**src/rtl/oled_pkg.sv**
```systemverilog
// ---------------------------------------------------------------------------
// oled_pkg
// Shared definitions for the OLED pixel streaming path: panel geometry,
// RGB565 colour constants used by the visualiser front-ends, the streamer
// state encoding and a small geometry helper.
// ---------------------------------------------------------------------------
package oled_pkg;

  localparam int OLED_WIDTH    = 96;
  localparam int OLED_HEIGHT   = 64;
  localparam int NUM_PIXELS    = 6144;
  localparam int PIXEL_INDEX_W = 13;

  localparam logic [15:0] RGB565_BLACK  = 16'h0000;
  localparam logic [15:0] RGB565_GREEN  = 16'h07E0;
  localparam logic [15:0] RGB565_YELLOW = 16'hFFE0;

  typedef enum logic [1:0] {
    ST_IDLE  = 2'd0,
    ST_GAP   = 2'd1,
    ST_LOAD  = 2'd2,
    ST_SHIFT = 2'd3
  } stream_state_e;

  // Raster index of the final pixel of a width x height frame.
  function automatic logic [PIXEL_INDEX_W-1:0] last_pixel_index(input int width,
                                                                 input int height);
    return PIXEL_INDEX_W'(width * height - 1);
  endfunction

endpackage

```
**src/rtl/spi_tx_shifter.sv**
```systemverilog
// ---------------------------------------------------------------------------
// spi_tx_shifter
// 16-bit MSB-first serialiser for the panel link (SPI mode 3, sclk idles
// high). Each bit spends CLK_DIV cycles with sclk low (sdin changes on entry
// to the low phase) followed by CLK_DIV cycles with sclk high.
//
// Ports:
//   clk, reset_n  clock and asynchronous active-low reset
//   load          capture data and start a 16-bit transfer at this edge
//   data          word to transmit
//   busy          transfer in progress (registered)
//   done          high in the final cycle of the last high phase
//   sclk, sdin    serial clock and data (registered)
// ---------------------------------------------------------------------------
module spi_tx_shifter #(
  parameter int CLK_DIV = 1
) (
  input  logic        clk,
  input  logic        reset_n,
  input  logic        load,
  input  logic [15:0] data,
  output logic        busy,
  output logic        done,
  output logic        sclk,
  output logic        sdin
);

  localparam int DIV_W = (CLK_DIV > 1) ? $clog2(CLK_DIV) : 1;
  localparam logic [DIV_W-1:0] DIV_INIT = DIV_W'(CLK_DIV - 1);
  localparam logic [DIV_W-1:0] DIV_ZERO = {DIV_W{1'b0}};

  logic [15:0]      shreg_r;
  logic [3:0]       bit_cnt_r;   // bits still to send after the current one
  logic [DIV_W-1:0] div_cnt_r;   // cycles left in the current sclk phase
  logic             busy_r;
  logic             sclk_r;
  logic             sdin_r;

  // Load, phase timing and bit shifting of the outgoing word.
  always_ff @(posedge clk or negedge reset_n) begin
    if (!reset_n) begin
      shreg_r   <= 16'h0000;
      bit_cnt_r <= 4'd0;
      div_cnt_r <= DIV_ZERO;
      busy_r    <= 1'b0;
      sclk_r    <= 1'b1;
      sdin_r    <= 1'b0;
    end else if (load) begin
      shreg_r   <= data;
      sdin_r    <= data[15];
      sclk_r    <= 1'b0;
      bit_cnt_r <= 4'd15;
      div_cnt_r <= DIV_INIT;
      busy_r    <= 1'b1;
    end else if (busy_r) begin
      if (div_cnt_r != DIV_ZERO) begin
        div_cnt_r <= div_cnt_r - {{(DIV_W-1){1'b0}}, 1'b1};
      end else begin
        div_cnt_r <= DIV_INIT;
        if (!sclk_r) begin
          sclk_r <= 1'b1;
        end else if (bit_cnt_r != 4'd0) begin
          // Falling edge: present the next bit for the panel's rising edge.
          sclk_r    <= 1'b0;
          bit_cnt_r <= bit_cnt_r - 4'd1;
          shreg_r   <= {shreg_r[14:0], 1'b0};
          sdin_r    <= shreg_r[14];
        end else begin
          // Last high phase finished; sclk stays high as the idle level.
          busy_r <= 1'b0;
          sdin_r <= 1'b0;
        end
      end
    end
  end

  assign busy = busy_r;
  assign done = busy_r & sclk_r & (bit_cnt_r == 4'd0) & (div_cnt_r == DIV_ZERO);
  assign sclk = sclk_r;
  assign sdin = sdin_r;

endmodule

```
**src/rtl/oled_pixel_streamer.sv**
```systemverilog
// ---------------------------------------------------------------------------
// oled_pixel_streamer
// Requester side of the OLED pixel interface. Scans a WIDTH x HEIGHT frame
// in raster order, asks the front-end for each pixel via pixel_index /
// sample_pixel, captures the RGB565 reply and streams it to the panel.
// Frames are separated by FRAME_GAP+1 cycles of cs high plus a one-cycle
// frame_begin pulse. enable is only looked at in IDLE and at frame end.
//
// Ports:
//   clk, reset_n    clock and asynchronous active-low reset
//   enable          panel initialisation complete (level)
//   pixel_data      RGB565 colour for pixel_index (combinational reply)
//   frame_begin     one-cycle pulse before the first pixel of a frame
//   sending_pixels  high while a frame is on the wire
//   sample_pixel    pixel_data is captured at the end of this cycle
//   pixel_index     current raster index
//   cs, sdin, sclk  panel serial link (cs active low, sclk idle high)
//   d_cn            data/command select, 1 = pixel data
// ---------------------------------------------------------------------------
module oled_pixel_streamer
  import oled_pkg::*;
#(
  parameter int WIDTH     = OLED_WIDTH,
  parameter int HEIGHT    = OLED_HEIGHT,
  parameter int CLK_DIV   = 1,
  parameter int FRAME_GAP = 16
) (
  input  logic        clk,
  input  logic        reset_n,
  input  logic        enable,
  input  logic [15:0] pixel_data,
  output logic        frame_begin,
  output logic        sending_pixels,
  output logic        sample_pixel,
  output logic [12:0] pixel_index,
  output logic        cs,
  output logic        sdin,
  output logic        sclk,
  output logic        d_cn
);

  localparam logic [12:0]      LAST_INDEX = last_pixel_index(WIDTH, HEIGHT);
  localparam int               GAP_W      = (FRAME_GAP > 1) ? $clog2(FRAME_GAP) : 1;
  localparam logic [GAP_W-1:0] GAP_INIT   = GAP_W'(FRAME_GAP - 1);
  localparam logic [GAP_W-1:0] GAP_ZERO   = {GAP_W{1'b0}};

  stream_state_e    state_r;
  logic [GAP_W-1:0] gap_cnt_r;
  logic             gap_done_r;     // counter has reached zero
  logic             frame_begin_r;
  logic             sample_pixel_r;
  logic             sending_r;
  logic [12:0]      pixel_index_r;
  logic             cs_r;
  logic             d_cn_r;

  logic             tx_load_s;
  logic             tx_busy_s;
  logic             tx_done_s;

  // The shifter captures pixel_data on the single LOAD cycle.
  assign tx_load_s = (state_r == ST_LOAD);

  spi_tx_shifter #(
    .CLK_DIV (CLK_DIV)
  ) u_shifter (
    .clk     (clk),
    .reset_n (reset_n),
    .load    (tx_load_s),
    .data    (pixel_data),
    .busy    (tx_busy_s),
    .done    (tx_done_s),
    .sclk    (sclk),
    .sdin    (sdin)
  );

  // Frame sequencing FSM with registered interface outputs.
  always_ff @(posedge clk or negedge reset_n) begin
    if (!reset_n) begin
      state_r        <= ST_IDLE;
      gap_cnt_r      <= GAP_ZERO;
      gap_done_r     <= 1'b0;
      frame_begin_r  <= 1'b0;
      sample_pixel_r <= 1'b0;
      sending_r      <= 1'b0;
      pixel_index_r  <= 13'd0;
      cs_r           <= 1'b1;
      d_cn_r         <= 1'b0;
    end else begin
      frame_begin_r  <= 1'b0;
      sample_pixel_r <= 1'b0;
      case (state_r)
        ST_IDLE: begin
          if (enable) begin
            state_r    <= ST_GAP;
            gap_cnt_r  <= GAP_INIT;
            gap_done_r <= 1'b0;
          end else begin
            state_r <= ST_IDLE;
          end
        end

        ST_GAP: begin
          // Count down, spend one more cycle after zero, then pulse
          // frame_begin in its own cycle so it never meets sample_pixel.
          if (gap_cnt_r != GAP_ZERO) begin
            gap_cnt_r <= gap_cnt_r - {{(GAP_W-1){1'b0}}, 1'b1};
          end else if (!gap_done_r) begin
            gap_done_r <= 1'b1;
          end else if (!frame_begin_r) begin
            frame_begin_r <= 1'b1;
            pixel_index_r <= 13'd0;
          end else begin
            gap_done_r     <= 1'b0;
            state_r        <= ST_LOAD;
            sample_pixel_r <= 1'b1;
            cs_r           <= 1'b0;
            d_cn_r         <= 1'b1;
            sending_r      <= 1'b1;
          end
        end

        ST_LOAD: begin
          state_r <= ST_SHIFT;
        end

        ST_SHIFT: begin
          if (tx_done_s) begin
            if (pixel_index_r != LAST_INDEX) begin
              pixel_index_r  <= pixel_index_r + 13'd1;
              state_r        <= ST_LOAD;
              sample_pixel_r <= 1'b1;
            end else begin
              // Frame complete: release the panel and decide on the next frame.
              pixel_index_r <= 13'd0;
              cs_r          <= 1'b1;
              d_cn_r        <= 1'b0;
              sending_r     <= 1'b0;
              gap_cnt_r     <= GAP_INIT;
              gap_done_r    <= 1'b0;
              state_r       <= enable ? ST_GAP : ST_IDLE;
            end
          end else if (!tx_busy_s) begin
            // Shifter idle without finishing a word: resend the current pixel
            // rather than stall with cs low.
            state_r        <= ST_LOAD;
            sample_pixel_r <= 1'b1;
          end else begin
            state_r <= ST_SHIFT;
          end
        end

        default: begin
          state_r       <= ST_IDLE;
          pixel_index_r <= 13'd0;
          cs_r          <= 1'b1;
          d_cn_r        <= 1'b0;
          sending_r     <= 1'b0;
          gap_done_r    <= 1'b0;
        end
      endcase
    end
  end

  assign frame_begin    = frame_begin_r;
  assign sample_pixel   = sample_pixel_r;
  assign sending_pixels = sending_r;
  assign pixel_index    = pixel_index_r;
  assign cs             = cs_r;
  assign d_cn           = d_cn_r;

endmodule

```
**config.mk**
```make
export PLATFORM = sky130hd
export DESIGN_NAME = oled_pixel_streamer
export DESIGN_NICKNAME = d
export VERILOG_FILES = /design/src/rtl/oled_pkg.sv /design/src/rtl/spi_tx_shifter.sv /design/src/rtl/oled_pixel_streamer.sv
export SDC_FILE = /design/constraint.sdc
export NUM_CORES = 1
export LEC_CHECK = 0
export CAP_MARGIN = 10
export CORE_MARGIN = 2
export CORE_UTILIZATION = 48
export DETAILED_ROUTE_END_ITERATION = 7
export GPL_TIMING_DRIVEN = 0
export PLACE_DENSITY = 0.79
export SYNTH_ARGS = -nofsm -noshare
export SYNTH_HDL_FRONTEND = slang
export SYNTH_HIERARCHICAL = 1
export SYNTH_SLANG_ARGS = --single-unit
```
**constraint.sdc**
```tcl
create_clock -name clk -period 2.1 [get_ports clk]
set_input_delay 0.525 -clock clk [delete_from_list [all_inputs] [get_ports clk]]
set_output_delay 0.525 -clock clk [all_outputs]
set_load 0.01 [all_outputs]
```
# == Word-level counts from Yosys, hierarchy flattened ==
# Index checks and enable logic that the tools add are counted.
# op_classes
addsub,4
mul,0
div_mod_pow,0
order_cmp,0
n_eq_ne,13
shift,0
muxes,74
bitwise,4
reduce_logical,17
# ops
cell,n
two-way mux 15 bit,5
two-way mux 13 bit,5
two-way mux 1 bit,43
two-way mux 4 bit,9
one-hot mux 13 bit (2 select lines),1
"!= test 2 bit, second input constant",9
AND reduction 5 bit,3
"adder 13 x 1 -> 13 bit, second input constant",1
"!= test 13 bit, second input constant",1
one-hot mux 4 bit (3 select lines),1
two-way mux 2 bit,5
one-hot mux 2 bit (4 select lines),1
nonzero test 2 bit,4
nonzero test 4 bit,2
"subtractor 4 x 1 -> 4 bit, second input constant",2
one-hot mux 1 bit (2 select lines),3
AND reduction 3 bit,2
AND reduction 6 bit,1
"== test 2 bit, second input constant",2
logical NOT 4 bit,1
AND reduction 4 bit,1
bitwise AND 1 bit,3
one-hot mux 1 bit (3 select lines),1
nonzero test 3 bit,1
5 further kinds,5
# word_totals
ff_bits,47
latchBits,0
mem_bits_rw,0
mem_bits_ro,0
in_bits,19
output_inout_bits,20
word_cells,126
memories,0

# == Logic depth before layout (Yosys ltp) ==
# logic_depth
ltp_word,6
ltp_mapped,9
mapped_depth_nobuf,8

# == Modules after synthesis ==
# Netlist, hierarchy kept.
# modules_own_cells
mod,n_inst,cells_each,area_each_um2,seq_area_each_um2
oled_pixel_streamer,1,154,1388.8,601.8
spi_tx_shifter,1,83,1123.6,551.8

# == Worst setup path after synthesis ==
# OpenSTA, ideal clock, no wires.
# synth_path
kind,register -> register
startpoint,register u_shifter.bit_cnt_r[0]
endpoint,"register pixel_index_r[4], in the netlist pixel_index[4]"
t_arrival_ns,1.990
t_required_ns,1.967
slack_ns,-0.023
stages_incl_launch_ff,10
path_buffers,1
synth_period_minus_slack_ns,2.123
path_cell_list,dfrtp_1 > inv_1 > ha_1 > or3b_4 > nor2_1 > and2_1 > o221ai_1 > buf_2 > o21ai_0 > o31ai_1
# synth_via
elab_chain_len,5
# synth_rtl
item,line_no,rtl
from (decl),spi_tx_shifter.sv:33,logic [3:0] bit_cnt_r;
from (signal assigned),spi_tx_shifter.sv:65,bit_cnt_r <= bit_cnt_r - 4'd1;
logical NOT 4 bit,spi_tx_shifter.sv:78,assign done = busy_r & sclk_r & (bit_cnt_r == 4'd0) & (div_cnt_r == DIV_ZERO);
bitwise AND 1 bit (2 in a row),spi_tx_shifter.sv:78,
via tx_done_s,oled_pixel_streamer.sv:59,logic tx_done_s;
!= test 2 bit (no line),--,
AND reduction 5 bit (no line),--,
to (signal assigned),oled_pixel_streamer.sv:130,pixel_index_r <= pixel_index_r + 13'd1;
to (decl),oled_pixel_streamer.sv:53,logic [12:0] pixel_index_r;
# The timed path passes the listed nets, and every way through them passes these cells.
# A chain may end at the register's enable or synchronous reset.

# == Worst setup path after layout ==
# layout_path
startpoint,register u_shifter.bit_cnt_r[1]
endpoint,register gap_cnt_r[2]
# layout_via
elab_chain_len,5
# layout_rtl
item,line_no,rtl
logical NOT 4 bit,spi_tx_shifter.sv:78,
bitwise AND 1 bit (2 in a row),spi_tx_shifter.sv:78,
via tx_done_s,oled_pixel_streamer.sv:59,
!= test 2 bit (no line),--,
AND reduction 5 bit (no line),--,
to (signal assigned),oled_pixel_streamer.sv:107,"gap_cnt_r <= gap_cnt_r - {{(GAP_W-1){1'b0}}, 1'b1};"
to (decl),oled_pixel_streamer.sv:48,logic [GAP_W-1:0] gap_cnt_r;
# The timed path passes the listed nets, and every way through them passes these cells.

==> summary.md <==
| Metric | Value |
|---|---|
| Filler cell count | between 400 and 500 |
| Fraction of final layout cells sized beyond drive strength 1 | 0.279 |
| Number of levels the H-tree was split into | 2 |
| DR pass1 iterations | 4 |
| Final worst-path setup slack | just under 0.01 ns |
| Placement-stage worst setup slack | -0.241 ns |
| Number of vias in the routed layout | approximately 2100 |
| Most common cell after layout, fill and taps aside | sky130_fd_sc_hd__dfrtp_1 |
| Max-slew violation count | 0 |
| ANT nets after route | 0 |
| Drt via density | between 5 and 6 |
| Leakage power figure | about 1.4 nW |
| Pin count of the biggest net entering global routing | 35 |
| Hold Crit Class | primary input to async pin |
| Fraction of registers with async set/reset | 1.00 |
| Instance area at placement | 3000 um^2 |
| Total nets after synthesis | 259 |
| Startpoint types | flip-flop |
| Dpl cells | 346 |
| Data required time at the worst endpoint | about 2.3 ns |
| Total power density per cell area | 606 nW/um^2 |
| Clock sinks | 46 |
| Clock Latency Late Sink | 0.31 ns |
| HPWL after detailed placement | between 3000 and 4000 um |
| Maximum clock rate | between 0.4 and 0.5 GHz |
| Total Wirelength | roughly 5500 um |
| Aggregate global-route resource usage | 0.188 |
| Worst setup path class | flip-flop to flip-flop |
| Post-Syn Instances | about 240 |
| Compound-Gate Fraction of Synth Area | 0.162 |
| Detailed-route wire length per cell | about 15 um |
| Port bufs | 38 |
| Final hold slack | 0.104 ns |
| Max Fanout on Critical Path | 5 |
| Number of nets at the end of the flow | about 320 |
| Share of the clock period used by the worst path | 0.995 |
| Setup violations, final | 0 |
| Number of warnings issued by yosys | 6 |
| CTS tree | yes |
| Minimum clock period after layout | approximately 2.1 ns |
| Most common flop cell mapped by yosys | sky130_fd_sc_hd__dfrtp_1 |
| Total I/O pin count | 39 |
| Slew at the pin with the worst max-slew slack | 0.597 ns |
| Global route overflow | 0 |
| Layout area overhead | 29.5% |
| Number of library cell types mapped by synthesis | between 50 and 60 |
| Bufs on Longest Clock Path | 2 |
| Top library cells by usage in the layout, fill and taps aside | 44 x sky130_fd_sc_hd__dfrtp_1, 37 x sky130_fd_sc_hd__clkdlybuf4s50_1, 21 x sky130_fd_sc_hd__mux2_2 |
| Residual DRC count | 0 |
| FF+latch count, synth | 46 |
| Number of CTS-inserted buffers | 5 |
| Clock tree skew after final layout | 0.00589 ns |
| Crit-path slowest cell | sky130_fd_sc_hd__or3b_4 |
| Total negative slack | 0 ns |
| DIE AREA | approximately 5800 um^2 |
| Cell area after technology mapping | 2510 um^2 |
| Critical Path AT | between 2 and 2.5 ns |
| Max VDD drop | 0.520 mV |
| Storage element area | 1150 um^2 |
| Design area | around 3300 um^2 |
| Largest family of logic cells by synthesized area | compound AO/OA/AOI/OAI gates |
| Register area share after synthesis | 0.459 |
| Adder-cell share of the synthesized area | 0.0149 |
| Die extent in x | between 70 and 80 um |
| Clock-pin slew on the worst setup and hold paths | roughly 0.090 ns |
| Global-route wire length before repair | approximately 8800 um |
| Post-Synth Simple-Gate Area | 0.162 |
| Non-filler cells, final | about 360 |
| Site Rows | 26 |
| Root buf cell | sky130_fd_sc_hd__clkbuf_8 |
| Mean instance size in the synthesized netlist | roughly 11 um^2 |
| Number of DRC violations after detailed-routing iteration 0 | between 200 and 300 |
| Core Area | around 5000 um^2 |
| Count of antenna diodes in the layout | 0 |
| Final count of hold timing violations | 0 |
| Initial antenna violation count | 0 |
| Slew HR | 0.601 |
| Multi-input combinational cell area | roughly 1300 um^2 |
| CP peak stage delay | roughly 0.4 ns |
| Number of global-route vias before repair | about 1900 |
| Starting Density | 0.495 |
| Maximum capacitance violations | 0 |
| Cell-by-cell listing of the critical path | inv_2 > ha_2 > or3b_4 > nor2_4 > nand2_2 > nor4_4 > nor2_2 > buf_4 > o2bb2ai_2 |
| Placer's final routability congestion estimate | between 0.8 and 0.9 |
| Critical Path End Type | flip-flop |
| Multiplexer share of the synthesized area | 0.148 |
| Xor-xnor portion of the synthesized cell area | 0 |
| Outcome | complete, no violations |
| Vertical die dimension | between 70 and 80 um |
| Number of flops mapped to enable cells by yosys | 0 |
| Unrepaired setup endpoints after global routing | true |
-- Yosys cell counts (3+ instances only) --
master,instances,share of area
sky130_fd_sc_hd__or3_1,4,0.010
sky130_fd_sc_hd__ha_1,3,0.015
sky130_fd_sc_hd__inv_1,14,0.021
sky130_fd_sc_hd__a21oi_1,4,0.0080
sky130_fd_sc_hd__mux2_2,21,0.094
sky130_fd_sc_hd__mux2i_1,3,0.012
sky130_fd_sc_hd__dfrtp_1,44,0.44
sky130_fd_sc_hd__mux2_4,7,0.042
sky130_fd_sc_hd__o22ai_1,3,0.0075
sky130_fd_sc_hd__and2_1,3,0.0075
sky130_fd_sc_hd__o41ai_1,3,0.010
sky130_fd_sc_hd__buf_2,4,0.0080
sky130_fd_sc_hd__nand2_1,13,0.019
sky130_fd_sc_hd__o31ai_1,4,0.012
sky130_fd_sc_hd__nor2_1,15,0.022
sky130_fd_sc_hd__nand2b_1,4,0.010
sky130_fd_sc_hd__nor4_1,4,0.010
sky130_fd_sc_hd__nor3b_1,4,0.012
sky130_fd_sc_hd__nand3_1,9,0.018
sky130_fd_sc_hd__o21ai_0,16,0.032
sky130_fd_sc_hd__a32oi_1,3,0.010
sky130_fd_sc_hd__clkbuf_1,3,0.0045
sky130_fd_sc_hd__a31oi_1,6,0.015
-- repair_timing --
action,4_1_cts,5_1_grt
pin swaps,2,5
hold buffers,0,0
endpoints found under the setup margin,29,26
cloned,1,0
buffers inserted,2,7
gates resized for setup,17,11
-- sequential cells by signal (all words and copies together), names as in the netlist --
register and flops:
u_shifter/bit_cnt_r 4, gap_cnt_r 4, u_shifter/sclk 1, pixel_index 13, gap_done_r 1, u_shifter/busy 1
cs 1, state_r 2, sample_pixel 1, u_shifter/shreg_r 15, d_cn 1, u_shifter/sdin 1
frame_begin 1
-- routing by layer --
metal | up-vias | GRT usage | part of all wire | wire, um
li1 | 993 | - | - | -
met1 | 1001 | 0.240 | 0.44 | 2410
met2 | 61 | 0.304 | 0.50 | 2710
met3 | 4 | 0.0521 | 0.054 | 296
met4 | 0 | 0.0745 | 0.0070 | 38
met5 | - | 0 | 0 | 0
-- critical path: cells and delay by family, from the launching register on --
kind                       cells  cell delay [ns]
DFF                            1             0.40
and+or+nand+nor                5             1.14
adders and majority gates      1             0.16
buffers and inverters          2             0.21
AOI/OAI and AO/OA              1             0.11
-- layout make-up --
| type | instances | area share |
|---|---|---|
| buffer | 13 | 0.0288 |
| timing repair buffer | 49 | 0.144 |
| tap | 70 | 0.0269 |
| multi-input combinational | 164 | 0.402 |
| sequential | 46 | 0.354 |
| inverter | 14 | 0.0161 |
| clock inverter | 3 | 0.00654 |
| clock buffer | 5 | 0.0211 |
-- path summary, 6_finish.rpt --
path / from / end / slack (ns) / cells after the start
max: u_shifter/bit_cnt_r[1]$_DFFE_PN0P_ / gap_cnt_r[2]$_DFFE_PN0P_ / 0.01 / 9
min: reset_n / pixel_index[8]$_DFFE_PN0P_ / 0.10 / 1
max reg2reg: u_shifter/bit_cnt_r[1]$_DFFE_PN0P_ / gap_cnt_r[2]$_DFFE_PN0P_ / 0.01 / 9
min reg2reg: pixel_index[12]$_DFFE_PN0P_ / pixel_index[12]$_DFFE_PN0P_ / 0.50 / 1
max in group asynchronous: reset_n / cs$_DFFE_PN1P_ / 1.45 / 2
min in group clk: pixel_index[12]$_DFFE_PN0P_ / pixel_index[12]$_DFFE_PN0P_ / 0.50 / 1
-- cell families after synthesis --
| kind of cell | Yosys count |
|---|---|
| AOI/OAI and AO/OA | 57 |
| adders and majority gates | 3 |
| buffers and inverters | 27 |
| DFF | 46 |
| muxes | 31 |
| and+or+nand+nor | 73 |
-- report_power, final --
part,internal [mW],switching [mW]
sequential,0.956,0.0783
clock,0.234,0.317
combinational,0.208,0.177
total,1.40,0.572
-- through the flow --
step | utilization | total power [mW]
global placement | 0.588 | 1.35
detailed placement | 0.591 | 1.36
CTS | 0.625 | 1.92
finish | 0.641 | 1.97
floorplan | - | 1.23
global route | 0.641 | 2.07
(Power assumes the default switching activity.)
